$ cat src/rtl/apb_slave_mem_wait.sv
// apb_slave_mem_wait: APB4 slave over a word-addressed memory with wait states, byte strobes and pslverr; ports pclk/preset, APB request (psel,penable,pwrite,paddr,pwdata,pstrb), response (pready,prdata,pslverr)
module apb_slave_mem_wait #(
  parameter int ADDR_W      = 9,
  parameter int DATA_W      = 32,
  parameter int DEPTH       = 128,
  parameter int WAIT_CYCLES = 0
) (
  input  logic                pclk,
  input  logic                preset,
  input  logic                psel,
  input  logic                penable,
  input  logic                pwrite,
  input  logic [ADDR_W-1:0]   paddr,
  input  logic [DATA_W-1:0]   pwdata,
  input  logic [DATA_W/8-1:0] pstrb,
  output logic                pready,
  output logic [DATA_W-1:0]   prdata,
  output logic                pslverr
);
  localparam int STRB_W = DATA_W / 8;
  localparam int OFF_W  = $clog2(STRB_W);
  localparam int IDX_W  = DEPTH > 1 ? $clog2(DEPTH) : 1;
  typedef enum logic {IDLE, ACCESS} state_t;
  state_t              state_q, state_d;
  logic [3:0]          cnt_q, cnt_d;
  logic [IDX_W-1:0]    idx_q, idx_d;
  logic                wr_q, wr_d, err_q, err_d;
  logic [DATA_W-1:0]   wdata_q, wdata_d, rdata_q, rdata_d;
  logic [STRB_W-1:0]   strb_q, strb_d;
  logic [DATA_W-1:0]   mem [DEPTH];
  logic [ADDR_W-1:0]   word_a;
  logic                setup, misal, oor, err_a, commit;
  assign word_a = paddr >> OFF_W;
  assign misal  = (paddr & ADDR_W'(STRB_W - 1)) != '0;
  assign oor    = {1'b0, word_a} >= (ADDR_W + 1)'(DEPTH);
  assign err_a  = misal | oor;
  assign setup  = state_q == IDLE && psel && !penable;
  assign pready = state_q == ACCESS && cnt_q == 4'd0 && psel;
  assign commit = pready && wr_q && !err_q;
  assign pslverr = pready && err_q;
  assign prdata  = pready && !wr_q ? rdata_q : '0;
  always_comb begin
    state_d = state_q;
    cnt_d   = cnt_q;
    idx_d   = idx_q;
    wr_d    = wr_q;
    err_d   = err_q;
    wdata_d = wdata_q;
    strb_d  = strb_q;
    rdata_d = rdata_q;
    if (setup) begin
      state_d = ACCESS;
      cnt_d   = 4'(WAIT_CYCLES);
      idx_d   = word_a[IDX_W-1:0];
      wr_d    = pwrite;
      err_d   = err_a;
      wdata_d = pwdata;
      strb_d  = pstrb;
      rdata_d = err_a ? '0 : mem[word_a[IDX_W-1:0]];
    end else if (state_q == ACCESS) begin
      state_d = !psel || cnt_q == 4'd0 ? IDLE : ACCESS;
      cnt_d   = psel && cnt_q != 4'd0 ? cnt_q - 4'd1 : cnt_q;
    end
  end
  always_ff @(posedge pclk or posedge preset) begin
    if (preset) begin
      state_q <= IDLE;
      cnt_q   <= '0;
      idx_q   <= '0;
      wr_q    <= 1'b0;
      err_q   <= 1'b0;
      wdata_q <= '0;
      strb_q  <= '0;
      rdata_q <= '0;
    end else begin
      state_q <= state_d;
      cnt_q   <= cnt_d;
      idx_q   <= idx_d;
      wr_q    <= wr_d;
      err_q   <= err_d;
      wdata_q <= wdata_d;
      strb_q  <= strb_d;
      rdata_q <= rdata_d;
    end
  end
  always_ff @(posedge pclk) begin
    if (commit)
      for (int b = 0; b < STRB_W; b++)
        if (strb_q[b]) mem[idx_q][8*b +: 8] <= wdata_q[8*b +: 8];
  end
endmodule

$ cat config.mk
export PLATFORM = sky130hd
export DESIGN_NAME = apb_slave_mem_wait
export DESIGN_NICKNAME = d
export VERILOG_FILES = /design/src/rtl/apb_slave_mem_wait.sv
export SDC_FILE = /design/constraint.sdc
export NUM_CORES = 2
export LEC_CHECK = 0
export CAP_MARGIN = 20
export CORE_MARGIN = 10
export CORE_UTILIZATION = 40
export DETAILED_ROUTE_END_ITERATION = 10
export SYNTH_ARGS = -nofsm -noshare
export SYNTH_HDL_FRONTEND = slang
export SYNTH_SLANG_ARGS = --single-unit
$ cat constraint.sdc
create_clock -name pclk -period 4.4 [get_ports pclk]
set_clock_uncertainty 0.05 [all_clocks]
set_input_delay 0.44 -clock pclk [delete_from_list [all_inputs] [get_ports pclk]]
set_output_delay 0.44 -clock pclk [all_outputs]
set_load 0.02 [all_outputs]
==> key figures <==
Synthesis
  – Post-Syn Nets: 7860
  – EDFF count, synth: 4096
  – Post-Synthesis Cells: 7808
  – Async S/R FF share, synth: 1.963%
  – Seq cells post-synth: 4178
  – Mapped cell area: 162700 um2
  – Distinct cells, synth: 58
  – Post-synthesis sequential area ratio: 76.87%
  – Syn_area_per_cell: 20.83 um2
  – Top FF cell, synth: edfxtp_1
  – Yosys warning count: 0

Setup path
  – R2r endpoint: rdata_q[18]
  – FF-to-FF setup slack: 0.72 ns
  – Worst-path fanout max: 32
  – Crit. End Element: output pin
  – Reg2reg start: state_q
  – Worst path cell trace: inv_1 > ha_1 > and2_1 > nand3_1 > nor2_4 > buf_4 > and2_1 > clkdlybuf4s50_1
  – Critical Path AT: 3.63 ns
  – Worst EP required: 3.91 ns
  – R2R cell count: 8
  – Start point of the critical path: cnt_q[0]
  – CP startpoint kind: flop
  – Slowest CP cell: clkdlybuf4s50_1
  – Critical Path Max Stage Delay: 0.68 ns
  – Crit-path most repeated cell: and2_1
  – Crit path kind: flop to output pin

Clocking
  – CTS root buf: clkbuf_16
  – Clock tree buffer depth: 4
  – TritonCTS clock tree: built
  – CTS resizes: 0
  – TritonCTS buffer count: 416
  – Clk Latency, worst-skew pair: 0.99 ns
  – Clk slew on worst S/H paths: 0.06 ns
  – Clock tree sinks: 4178
  – Hold buffer count at CTS: 20
  – H-tree depth: 5
  – Setup bufs post-CTS: 0

Hold path
  – Worst Hold Path EP: wdata_q[25]
  – WHS Path Cells: 3
  – Hold path startpoint: pwdata[25]
  – HP Class: input pin to flop

Placement
  – Final HPWL DP: 284900 um
  – Pre-CTS setup slack: 0.1745 ns
  – Gp weighted congestion: 0.8755
  – Port Buffers: 83

STA
  – Max_slew headroom: 21.36%
  – Worst Slack Setup Final: 0.2824 ns
  – Final worst path period need: 4.118 ns
  – Setup TNS: 0 ns
  – Final Hold Viols: 0
  – RSZ-0062 raised after global routing: no
  – Final setup fails: 0
  – Worst Max-Slew Pin Slew: 1.180 ns
  – Fmax: 242.9 MHz
  – Tcrit/Tclk final: 93.58%
  – Final Slew Violations: 0

Finish
  – Area growth syn-to-layout: 14.39%
  – Nets: 8380
  – Proportion of layout cells with a drive suffix above 1: 25.63%
  – Filler cell count: 33.90k

Detailed routing
  – Drt drc: 0
  – Uppermost layer routed: met5
  – Vias: 80.07k
  – Antenna-violating nets left: 0
  – Final WL: 431600 um
  – Met3 WL post-DR: 36100 um
  – Metal1 wirelength: 169200 um
  – Drt wl/cell: 30.57 um
  – 1st-iter DRT viols: 9271
  – DR WL met2: 206600 um
  – Routed vias/inst: 5.672
  – Drt pass-1 iters: 7

Job
  – Max Cap Viol: 0

Floorplan
  – Core box area: 405800 um2
  – Die Span Y: 657.7 um
  – Die Wd: 657.7 um
  – I/O pin cnt: 84
  – Die Area: 432600 um2
  – Rows: 234
  – Initial Util: 40.09%

Power and ir drop
  – Power per cell area: 462.6 nW/um2
  – Maximum vdd drop: 0.3331 mV
  – LEAKAGE: 0.05859 uW

Global routing
  – Global-route wire length before repair: 614200 um
  – Largest net degree at the start of global routing: 98
  – Remaining Overflow, GRT: 0
  – Initial antenna violation count: 25
  – Vias in the first global route: 81.58k
  – GR Util All Layers: 19.43%

Status
  – Run status: finished, final reports clean
[how the worst max path moves through the flow]
| stage | to | slack [ns] | cells past startpoint |
|---|---|---|---|
| floorplan | cnt_q[0] | 1.80 | 1 |
| global placement | rdata_q[20] | 0.05 | 9 |
| detailed placement | rdata_q[16] | 0.17 | 9 |
| CTS | prdata[12] | 0.12 | 8 |
| global route | prdata[11] | 0.16 | 8 |
| finish | prdata[11] | 0.28 | 8 |
[power by group]
group          leakage (uW)  internal, uW  switching, uW
sequential           0.0382         45100           1130
combinational        0.0138          1500           3040
clock               0.00660         20200          15100
total                0.0586         66800          19300
[layer usage]
layer / up-vias / global-route usage, %
met5: - / 0.1206
met4: 10 / 7.622
met3: 727 / 4.130
met2: 3419 / 31.28
met1: 42650 / 25.97
li1: 33270 / -
[state kept, by name, summed over array words and instances (netlist names), 4 cells and up]
signal	count
mem	4096
rdata_q	32
wdata_q	32
idx_q	7
cnt_q	4
strb_q	4
[cell usage in the layout (no fill, tap or decap), drive strengths merged, types with 17 or more instances in the layout]
cell type      instances
a221oi                47
mux4                 955
a211o                 17
mux2                 135
a22oi                 32
nor2                 570
nand2b                40
nor2b                124
a211oi               105
clkdlybuf4s50         78
bufinv                44
clkinv               193
clkbuf               508
nand2                343
a21oi                154
buf                  477
dfrtp                 82
nand4                 19
or3b                  17
a22o                  47
mux2i                256
o22ai                 33
o211ai                37
edfxtp              4096
and2                  36
dlygate4sd3           20
a311oi                32
o21ai                 37
inv                   21
nor4                  19
[logic make-up after synthesis]
group,synth area share (%)
fa+ha+maj,0.01538
xor+xnor,0.01077
compound gates,2.503
buf+inv,1.539
mux,15.73
simple gates,3.328
flops,76.87
[synthesized netlist by cell type (34+ instances only)]
cell / n / share of area (%)
nand2b_1: 40 / 0.15
o21ai_0: 37 / 0.11
a211oi_1: 105 / 0.48
buf_6: 34 / 0.24
mux2i_1: 256 / 1.6
o211ai_1: 37 / 0.17
a22o_1: 47 / 0.25
and2_1: 35 / 0.13
a21oi_1: 154 / 0.47
dfrtp_1: 82 / 1.3
mux4_2: 955 / 13
buf_2: 153 / 0.47
nor2b_1: 124 / 0.48
a221oi_1: 47 / 0.25
edfxtp_1: 4096 / 76
buf_4: 62 / 0.29
nor2_1: 569 / 1.3
clkbuf_1: 202 / 0.47
nand2_1: 343 / 0.79
mux2_2: 135 / 0.93
[area by class of cell]
class | instances | area [um2] | share of cell area [%]
well taps | 5428 | 6792 | 3.650
diodes | 12 | 30.03 | 0.01614
clock inverters | 258 | 2663 | 1.431
repair buffers | 575 | 5254 | 2.823
multi-input cells | 3150 | 35290 | 18.96
flip-flops and latches | 4178 | 125200 | 67.26
clock buffers | 508 | 10860 | 5.836
inverters | 7 | 28.78 | 0.01546
[critical path, delay by kind of cell (launching register included)]
family	cells	cell delay, ns
AND/OR/NAND/NOR	4	0.85
buffers and inverters	3	1.20
adder cells (fa/ha/maj)	1	0.16
flip-flops	1	0.40
[stage by stage]
| stage | hold WS, ns | utilization [%] | total power [uW] | cell area [um2] | std cells |
|---|---|---|---|---|---|
| detailed placement | 0.4734 | 42.44 | 51570 | 172200 | 13310 |
| global route | 0.04636 | 45.85 | 88500 | 186100 | 14110 |
| CTS | 0.02141 | 45.82 | 86590 | 185900 | 14100 |
| floorplan | 0.3955 | - | 49050 | 162700 | 7808 |
| global placement | 0.4557 | 42.42 | 51380 | 172100 | 13300 |
| finish | 0.07439 | 45.86 | 86090 | 186100 | 14120 |
(Power assumes the default switching activity.)
